<file path="src/rtl/ctrl_pkg.sv">
// ctrl_pkg: shared types and encodings for the multi-cycle control sequencer.
//   state_e   - sequencer states (FETCH, DECODE, EXEC, MEM, WB, HALT)
//   iclass_e  - instruction classes produced by ctrl_decode
//   OPC_*     - 4-bit opcodes taken from instr[3:0]
//   ALUOP_*   - 3-bit ALU operation codes, zero-extended to OPWIDTH by users
package ctrl_pkg;

    typedef enum logic [2:0] {
        ST_FETCH,
        ST_DECODE,
        ST_EXEC,
        ST_MEM,
        ST_WB,
        ST_HALT
    } state_e;

    typedef enum logic [2:0] {
        CL_ALU,
        CL_LOAD,
        CL_STORE,
        CL_BR,
        CL_NOP,
        CL_HALT
    } iclass_e;

    localparam logic [3:0] OPC_STORE = 4'b0000;
    localparam logic [3:0] OPC_ADD   = 4'b0001;
    localparam logic [3:0] OPC_LOAD  = 4'b0010;
    localparam logic [3:0] OPC_SUB   = 4'b0011;
    localparam logic [3:0] OPC_AND   = 4'b0100;
    localparam logic [3:0] OPC_XOR   = 4'b0101;
    localparam logic [3:0] OPC_ADDI  = 4'b0110;
    localparam logic [3:0] OPC_BEQZ  = 4'b0111;
    localparam logic [3:0] OPC_HALT  = 4'b1111;
    // Reset value of the latched opcode; decodes as NOP.
    localparam logic [3:0] OPC_RESET = 4'b1110;

    localparam logic [2:0] ALUOP_ADD  = 3'b000;
    localparam logic [2:0] ALUOP_SUB  = 3'b001;
    localparam logic [2:0] ALUOP_AND  = 3'b010;
    localparam logic [2:0] ALUOP_XOR  = 3'b011;
    localparam logic [2:0] ALUOP_PASS = 3'b111;

endpackage

</file>
<file path="src/rtl/ctrl_decode.sv">
// ctrl_decode: purely combinational opcode decoder.
//   op_i     - latched opcode (op_q of the sequencer)
//   cls_o    - instruction class
//   aluop_o  - ALU operation for the EXEC state, zero-extended to OPWIDTH
//   alusrc_o - 1 selects the immediate operand in EXEC
module ctrl_decode
    import ctrl_pkg::*;
#(
    parameter int unsigned OPWIDTH = 3
) (
    input  logic [3:0]         op_i,
    output iclass_e            cls_o,
    output logic [OPWIDTH-1:0] aluop_o,
    output logic               alusrc_o
);

    logic [2:0] aluop3;

    always_comb begin
        cls_o    = CL_NOP;
        aluop3   = ALUOP_PASS;
        alusrc_o = 1'b0;
        case (op_i)
            OPC_ADD:  begin cls_o = CL_ALU; aluop3 = ALUOP_ADD; end
            OPC_SUB:  begin cls_o = CL_ALU; aluop3 = ALUOP_SUB; end
            OPC_AND:  begin cls_o = CL_ALU; aluop3 = ALUOP_AND; end
            OPC_XOR:  begin cls_o = CL_ALU; aluop3 = ALUOP_XOR; end
            OPC_ADDI: begin cls_o = CL_ALU; aluop3 = ALUOP_ADD; alusrc_o = 1'b1; end
            // Memory ops use the ALU for base + immediate address generation.
            OPC_LOAD:  begin cls_o = CL_LOAD;  aluop3 = ALUOP_ADD; alusrc_o = 1'b1; end
            OPC_STORE: begin cls_o = CL_STORE; aluop3 = ALUOP_ADD; alusrc_o = 1'b1; end
            // beqz only needs the register passed through for the zero test.
            OPC_BEQZ: cls_o = CL_BR;
            OPC_HALT: cls_o = CL_HALT;
            default:  cls_o = CL_NOP;
        endcase
        aluop_o = OPWIDTH'(aluop3);
    end

endmodule

</file>
<file path="src/rtl/multicycle_control.sv">
// multicycle_control: registered FETCH/DECODE/EXEC/MEM/WB sequencer that owns
// the PC and IR write enables and steers the register file, ALU and data memory.
//   Clk, Reset_n            - clock, asynchronous active-low reset
//   instr, instr_valid      - instruction memory data and valid handshake
//   Zero                    - ALU zero flag, used only in EXEC
//   mem_ack                 - data memory completion handshake
//   IRWrite, PCWrite, PCSrc, Branch, ALUSrc, ALUOp,
//   MemRead, MemWrite, MemtoReg, RegWrite, Done - datapath controls
//   cyc_cnt, instr_cnt      - saturating performance counters
// Optional feature: define CTRL_PERF_CNT_EN to build the performance counters;
// otherwise both counter outputs are tied to zero.
module multicycle_control
    import ctrl_pkg::*;
#(
    parameter int unsigned OPWIDTH   = 3,
    parameter int unsigned MCODEBITS = 4,
    parameter int unsigned CNT_W     = 16
) (
    input  logic                 Clk,
    input  logic                 Reset_n,
    input  logic [MCODEBITS-1:0] instr,
    input  logic                 instr_valid,
    input  logic                 Zero,
    input  logic                 mem_ack,
    output logic                 IRWrite,
    output logic                 PCWrite,
    output logic                 PCSrc,
    output logic                 Branch,
    output logic                 ALUSrc,
    output logic [OPWIDTH-1:0]   ALUOp,
    output logic                 MemRead,
    output logic                 MemWrite,
    output logic                 MemtoReg,
    output logic                 RegWrite,
    output logic                 Done,
    output logic [CNT_W-1:0]     cyc_cnt,
    output logic [CNT_W-1:0]     instr_cnt
);

    localparam logic [OPWIDTH-1:0] ALUOP_PASS_W = OPWIDTH'(ALUOP_PASS);

    state_e               state_q, state_d;
    logic [3:0]           op_q;
    iclass_e              dec_cls;
    logic [OPWIDTH-1:0]   dec_aluop;
    logic                 dec_alusrc;

    ctrl_decode #(
        .OPWIDTH(OPWIDTH)
    ) u_decode (
        .op_i    (op_q),
        .cls_o   (dec_cls),
        .aluop_o (dec_aluop),
        .alusrc_o(dec_alusrc)
    );

    always_ff @(posedge Clk or negedge Reset_n) begin
        if (!Reset_n) begin
            state_q <= ST_FETCH;
            op_q    <= OPC_RESET;
        end else begin
            state_q <= state_d;
            if (IRWrite) begin
                op_q <= instr[3:0];
            end
        end
    end

    always_comb begin
        state_d  = state_q;
        IRWrite  = 1'b0;
        PCWrite  = 1'b0;
        PCSrc    = 1'b0;
        Branch   = 1'b0;
        ALUSrc   = 1'b0;
        ALUOp    = '0;
        MemRead  = 1'b0;
        MemWrite = 1'b0;
        MemtoReg = 1'b0;
        RegWrite = 1'b0;
        Done     = 1'b0;
        // While reset is held every output stays low, including IRWrite.
        if (Reset_n) begin
            ALUOp = ALUOP_PASS_W;
            unique case (state_q)
                ST_FETCH: begin
                    IRWrite = instr_valid;
                    if (instr_valid) begin
                        state_d = ST_DECODE;
                    end
                end
                ST_DECODE: begin
                    state_d = (dec_cls == CL_HALT) ? ST_HALT : ST_EXEC;
                end
                ST_EXEC: begin
                    ALUOp  = dec_aluop;
                    ALUSrc = dec_alusrc;
                    case (dec_cls)
                        CL_ALU:            state_d = ST_WB;
                        CL_LOAD, CL_STORE: state_d = ST_MEM;
                        CL_BR: begin
                            Branch  = 1'b1;
                            PCWrite = 1'b1;
                            PCSrc   = Zero;
                            state_d = ST_FETCH;
                        end
                        default: begin
                            PCWrite = 1'b1;
                            state_d = ST_FETCH;
                        end
                    endcase
                end
                ST_MEM: begin
                    MemRead  = (dec_cls == CL_LOAD);
                    MemWrite = (dec_cls == CL_STORE);
                    if (mem_ack) begin
                        if (dec_cls == CL_LOAD) begin
                            state_d = ST_WB;
                        end else begin
                            // Store retires in its ack cycle; no writeback.
                            PCWrite = 1'b1;
                            state_d = ST_FETCH;
                        end
                    end
                end
                ST_WB: begin
                    RegWrite = 1'b1;
                    PCWrite  = 1'b1;
                    MemtoReg = (dec_cls == CL_LOAD);
                    state_d  = ST_FETCH;
                end
                ST_HALT: begin
                    ALUOp = '0;
                    Done  = 1'b1;
                end
                default: begin
                    state_d = ST_FETCH;
                end
            endcase
        end
    end

`ifdef CTRL_PERF_CNT_EN
    logic [CNT_W-1:0] cyc_cnt_q;
    logic [CNT_W-1:0] instr_cnt_q;
    logic             halt_entry;

    assign halt_entry = (state_q == ST_DECODE) && (state_d == ST_HALT);

    always_ff @(posedge Clk or negedge Reset_n) begin
        if (!Reset_n) begin
            cyc_cnt_q   <= '0;
            instr_cnt_q <= '0;
        end else begin
            if (cyc_cnt_q != '1) begin
                cyc_cnt_q <= cyc_cnt_q + 1'b1;
            end
            if ((PCWrite || halt_entry) && (instr_cnt_q != '1)) begin
                instr_cnt_q <= instr_cnt_q + 1'b1;
            end
        end
    end

    assign cyc_cnt   = cyc_cnt_q;
    assign instr_cnt = instr_cnt_q;
`else
    assign cyc_cnt   = '0;
    assign instr_cnt = '0;
`endif

endmodule

</file>
<file path="config.mk">
export PLATFORM = sky130hd
export DESIGN_NAME = multicycle_control
export DESIGN_NICKNAME = d
export VERILOG_FILES = /design/src/rtl/ctrl_pkg.sv /design/src/rtl/ctrl_decode.sv /design/src/rtl/multicycle_control.sv
export SDC_FILE = /design/constraint.sdc
export NUM_CORES = 1
export LEC_CHECK = 0
export CAP_MARGIN = 20
export CORE_ASPECT_RATIO = 1.1
export CORE_MARGIN = 2
export CORE_UTILIZATION = 28
export DETAILED_ROUTE_END_ITERATION = 6
export PLACE_DENSITY = 0.73
export REMOVE_ABC_BUFFERS = 1
export SYNTH_ARGS = -nofsm -noshare
export SYNTH_HDL_FRONTEND = slang
export SYNTH_HIERARCHICAL = 1
export SYNTH_SLANG_ARGS = --single-unit
</file>
<file path="constraint.sdc">
create_clock -name Clk -period 2.3 [get_ports Clk]
set_input_delay 0.23 -clock Clk [delete_from_list [all_inputs] [get_ports Clk]]
set_output_delay 0.23 -clock Clk [all_outputs]
set_load 0.02 [all_outputs]
</file>
# [Yosys cells after proc, flatten, opt, wreduce, memory -nomap -nowiden]
# Cells that the tools add are included.
[totals] register_bits=7 input_bits=9 output_inout_bits=45 elab_cells=67
[op_classes] eq_ne=19 muxes=36 bitwise_logic=1 reduce_logical=9
[ops] cell="$pmux W3 S5" n=2
[ops] cell="$mux W1" n=25
[ops] cell="$eq A4 B3 Y1 const B" n=4
[ops] cell="$mux W3" n=5
[ops] cell="$eq A3 B2 Y1 const B" n=4
[ops] cell="$pmux W3 S2" n=2
[ops] cell="$pmux W3 S4" n=1
[ops] cell="$eq A3 B3 Y1 const B" n=3
[ops] cell="$eq A4 B2 Y1 const B" n=2
[ops] cell="$eq A3 B1 Y1 const B" n=2
[ops] cell="$logic_not A3 Y1" n=2
[ops] cell="$reduce_or A3 Y1" n=2
[ops] cell="$reduce_or A5 Y1" n=1
[ops] cell="$eq A4 B1 Y1 const B" n=1
[ops] cell="$eq A4 B4 Y1 const B" n=1
[ops] cell="$logic_not A4 Y1" n=1
[ops] cell="$ne A2 B2 Y1 const B" n=2
[ops] cell="$reduce_and A4 Y1" n=1
[ops] cell="$reduce_or A4 Y1" n=1
[ops] cell="$pmux W1 S3" n=1
[ops] cell="$reduce_or A2 Y1" n=1
[ops] cell="$not A1 Y1" n=1

# [Longest topological paths before layout]
# Gate-level depths: netlist of run 1.
[depth] depth_word=8 mapped_depth=6 ltp_nobuf=6

# [Cells and area by module]
# The synthesis of run 1 kept the hierarchy.
[by_module_without_submodules] mod="multicycle_control" n_inst=1 cells_each=106 area_per_inst_um2=818.3 seq_area_each_um2=178.9
[by_module_without_submodules] mod="ctrl_decode" n_inst=1 cells_each=12 area_per_inst_um2=70.1 seq_area_each_um2=0.0

# [Worst setup path before layout of run 1]
# OpenSTA, ideal clock, no wires.
[synth_path] path_type="register to output" start="register op_q[1]" end="output port MemRead" t_arrival_ns=1.756 required_time_ns=2.070 path_slack_ns=0.314 stages_incl_launch_ff=5 n_path_buf=0 cell_sequence="dfstp_2 -> nand2b_1 -> o31ai_1 -> nand2b_1 -> nor3_1"
[synth_between] elab_chain_cells=6 elab_cells_between_ends=14 cone_classes="eq/ne: 9; mux: 3; reduce/logical: 2"
[synth_lines] item="start, declared" line_no="multicycle_control.sv:43" rtl="logic [3:0] op_q;"
[synth_lines] item="start signal, assigned" line_no="multicycle_control.sv:64" rtl="op_q <= instr[3:0];"
[synth_lines] item="$eq A4 B1 Y1, or another cell as far along" line_no="ctrl_decode.sv:23" rtl="case (op_i)"
[synth_lines] item="$reduce_or A5 Y1 (no line)"
[synth_lines] item="$pmux W3 S5 (*)" line_no="ctrl_decode.sv:23"
[synth_lines] item="net dec_cls[0]" line_no="multicycle_control.sv:44" rtl="iclass_e dec_cls;"
[synth_lines] item="$eq A3 B1 Y1 (*)" line_no="multicycle_control.sv:114" rtl="MemRead = (dec_cls == CL_LOAD);"
[synth_lines] item="$mux W1 (*)" line_no="multicycle_control.sv:85" rtl="unique case (state_q)"
[synth_lines] item="$mux W1 (*)" line_no="multicycle_control.sv:83" rtl="if (Reset_n) begin"
[synth_lines] item="end, declared" line_no="multicycle_control.sv:31" rtl="output logic MemRead,"
# The timed path passes the listed nets; every way through them passes the cells marked *.

# [Final worst setup path of run 1]
[layout_path] start="register op_q[0]" end="output port Branch"
[layout_between] elab_chain_cells=7 elab_cells_between_ends=15 cone_classes="eq/ne: 9; mux: 4; reduce/logical: 2"
[layout_lines] item="$eq A4 B1 Y1, or another cell as far along" line_no="ctrl_decode.sv:23"
[layout_lines] item="$reduce_or A5 Y1 (no line)"
[layout_lines] item="$pmux W3 S5 (*)" line_no="ctrl_decode.sv:23"
[layout_lines] item="net dec_cls[1]" line_no="multicycle_control.sv:44"
[layout_lines] item="$eq A3 B2 Y1 (*)" line_no="multicycle_control.sv:98" rtl="case (dec_cls)"
[layout_lines] item="$mux W1 (*)" line_no="multicycle_control.sv:98"
[layout_lines] item="$mux W1 (*)" line_no="multicycle_control.sv:85"
[layout_lines] item="$mux W1 (*)" line_no="multicycle_control.sv:83"
[layout_lines] item="end, declared" line_no="multicycle_control.sv:28" rtl="output logic Branch,"
# Marks and branches as above.

==> reports/qor.yml, run 1 <==
layout:
  ff_latch_area_um2: 178.9
  fillers: 338
  utilization_pct: 35.80
  multiInputGateArea_um2: 531.8
  layout-drive-gt1-share_pct: 16.67
  areaGrowthSynthToFinish_pct: 22.82
  antenna_cells: 0
  fin_nets: 160
  fin_area_mm2: 0.001091
floorplan:
  io-pin-count: 54
  dieArea_mm2: 0.003640
  die_h_um: 63.08
  die_x_um: 57.71
  rows: 21
  initial_core_util_pct: 29.15
  coreArea_mm2: 0.003048
worst_setup_path:
  rr_worst_depth: 8
  required_ns: 2.07
  cp-end-kind: "output port"
  r2r_start: "op_q[0]"
  cp_max_fo: 4
  path_class: "reg -> out"
  worst_path_max_delay_cell: "or3_1"
  ff2ff_setup_slack_ns: 0.38
  reg2reg_to: "state_q[1]"
  slowest_delay_ns: 0.40
  critPathArrivalTime_ns: 1.93
  crit_chain: "or3_1, a21oi_2, buf_4, and4b_1, dlygate4sd2_1"
  cp-start-kind: "flip-flop"
clock_network:
  tritoncts: "done"
  cts_setup_buffers: 0
  clk_pin_slew_ns: 0.06
  numCtsBuffers: 3
  h-tree-depth: 1
  hold_buffers: 0
  cts.path.max_buffers: 2
  ctsRootBufferMaster: "clkbuf_4"
  clock-sinks: 7
  clkLatencyLatePin_ns: 0.25
sta:
  final-hold-violation-count: 0
  setup_ws_ns: 0.1360
  fmax_mhz: 462.1
  finalSetupViolations: 0
  fin_hold_ws_ns: 0.3176
  rsz0062_at_grt: "no"
  period_needed_ns: 2.164
  skew_ns: 0.009971
  drv_slew: 0
  timing.final.crit_share_pct: 94.09
routing:
  drtAntennaViolNets: 0
  vias: 799
  drtIter0Drc: 31
  post-route-drc-count: 0
  wl_um: 1805
  vias_per_cell: 4.342
  dr.pass1.iters: 4
  routedWlPerCell_um: 9.810
synthesis:
  avgSynthCellArea_um2: 7.528
  yosysWarnings: 6
  syn_area_um2: 888.4
  syn_inst: 118
  synth_ff_type: "dfrtp_1"
  synth_cell_types: 32
  synth_edf_count: 0
  synthArstFlopShare_pct: 100.0
  yosysSeqAreaShare_pct: 20.14
  synth-seq-cells: 7
grt:
  grt_pass1_wl_um: 2946
  grtUsageMet1_pct: 12.42
  grt_pass1_vias: 649
  track_usage_pct: 10.35
  antenna_found_initial: 0
  grt_max_degree: 14
  busiest_layer: "met2"
  overflow: 0
  gr-usage-met3_pct: 3.080
  grtUsageMet2_pct: 16.90
place:
  port_buffers: 21
  place_area_mm2: 0.001080
  place.gp.congestion: 0.8158
  post-place-ws_ns: -0.02557
  dpl.hpwl_um: 1462
power_and_ir_drop:
  leakage_nw: 0.5332
  power_density_mw_per_mm2: 1066
  peakVddDrop_uv: 385.1
  p_total_w: 0.001163
job:
  cap_violations: 0
run_status:
  status: "finished, final reports clean"
min_path:
  hold_class: "in -> async"
## synthesized netlist by cell type, types with 2 or more instances
| library cell | count | area (um2) |
|---|---|---|
| and2_1 | 2 | 12.51 |
| a211oi_1 | 2 | 15.01 |
| inv_1 | 6 | 22.52 |
| nand2b_1 | 8 | 50.05 |
| dfrtp_1 | 4 | 100.1 |
| o21ai_0 | 3 | 15.01 |
| dfstp_2 | 3 | 78.83 |
| nand3_1 | 4 | 20.02 |
| o31ai_1 | 3 | 22.52 |
| a31oi_1 | 2 | 12.51 |
| o2bb2ai_1 | 2 | 17.52 |
| o21ai_1 | 3 | 15.01 |
| mux2_1 | 4 | 45.04 |
| nor3_1 | 6 | 30.03 |
| nand2_1 | 6 | 22.52 |
| buf_4 | 34 | 255.2 |
| a21oi_1 | 3 | 15.01 |
| nor2_1 | 9 | 33.78 |
## timing repair
action	CTS	global route
resized for setup	7	6
cloned	0	0
endpoints found under the hold margin	0	0
endpoints found under the setup margin	6	3
## area by class of cell
type / count / area share (%)
repair buffers: 34 / 26.49
flip-flops and latches: 7 / 16.40
inverters: 6 / 2.064
clock buffers: 4 / 2.408
multi-input cells: 99 / 48.74
well taps: 34 / 3.899
## where the power goes
part	switching, W	internal (W)	leakage, nW	total (W)
clock network	0.0000460	0.0000662	0.0150	0.000112
logic	0.000429	0.000364	0.436	0.000793
registers	0.0000534	0.000204	0.0824	0.000257
## flip-flops by register name (all words and copies together) (netlist names)
register	flops
state_q	3
op_q	4
## how the worst max path moves through the flow
stage | cells past startpoint | slack, ns | endpoint | startpoint
final | 5 | 0.14 | Branch | op_q[0]
after detailed placement | 6 | -0.03 | PCSrc | op_q[0]
after global placement | 6 | 0.01 | PCSrc | op_q[0]
after global routing | 6 | 0.03 | MemRead | op_q[1]
after CTS | 5 | 0.03 | MemWrite | op_q[0]
after floorplan | 4 | 0.31 | MemRead | op_q[1]
## per-layer routing
layer | vias to the layer above | share of wire (%)
met1 | 361 | 42
li1 | 398 | -
met4 | 0 | 0.61
met2 | 38 | 48
met5 | - | 0
met3 | 2 | 9.1
## layout by cell type, fill, tap and decap left out, types with 4 or more instances in the layout
cell | netlist | layout
nor3_1 | 6 | 6
clkdlybuf4s50_1 | 0 | 15
nand3_1 | 4 | 4
conb_1 | 1 | 32
inv_1 | 6 | 6
mux2_1 | 4 | 4
nor2_1 | 9 | 9
buf_4 | 34 | 13
dfrtp_1 | 4 | 4
nand2_1 | 6 | 6
nand2b_1 | 8 | 8
## critical path, delay by kind of cell, from the launching register on
family	cells	cell delay, ns
compound gates	1	0.21
buf+inv	2	0.49
flops	1	0.38
simple gates	2	0.61
## stage by stage
step           std cells  TNS [ns]
2_1_floorplan        112         0
3_3_place_gp         180         0
4_1_cts              184         0
5_1_grt              184         0
6_report             184         0
3_5_place_dp         180  -0.06110
## cell families (layout without fill, tap and decap cells)
family	count (synthesis)	in the layout	share of synthesized area (%)
and+or+nand+nor	42	42	25.64
muxes	4	4	5.070
DFF	7	7	20.14
other	1	32	0.4221
buffers and inverters	43	44	33.52
AOI/OAI and AO/OA	21	21	15.21
(Power assumes the default switching activity.)
==> run 2, diff against run 1 <==
--- a/config.mk
+++ b/config.mk
@@ -9,6 +9,7 @@
 export CORE_ASPECT_RATIO = 1.1
 export CORE_MARGIN = 2
 export CORE_UTILIZATION = 28
+export CTS_CLUSTER_DIAMETER = 150
 export DETAILED_ROUTE_END_ITERATION = 6
 export PLACE_DENSITY = 0.73
 export REMOVE_ABC_BUFFERS = 1
==> results of run 2 <==
No change in the layout: final DEF, timing and power equal those of run 1.
==> run 3, diff against run 2 <==
--- a/config.mk
+++ b/config.mk
@@ -10,6 +10,7 @@
 export CORE_MARGIN = 2
 export CORE_UTILIZATION = 28
 export CTS_CLUSTER_DIAMETER = 150
+export CTS_CLUSTER_SIZE = 12
 export DETAILED_ROUTE_END_ITERATION = 6
 export PLACE_DENSITY = 0.73
 export REMOVE_ABC_BUFFERS = 1
==> results of run 3 <==
No change in the layout: final DEF, timing and power equal those of run 1.
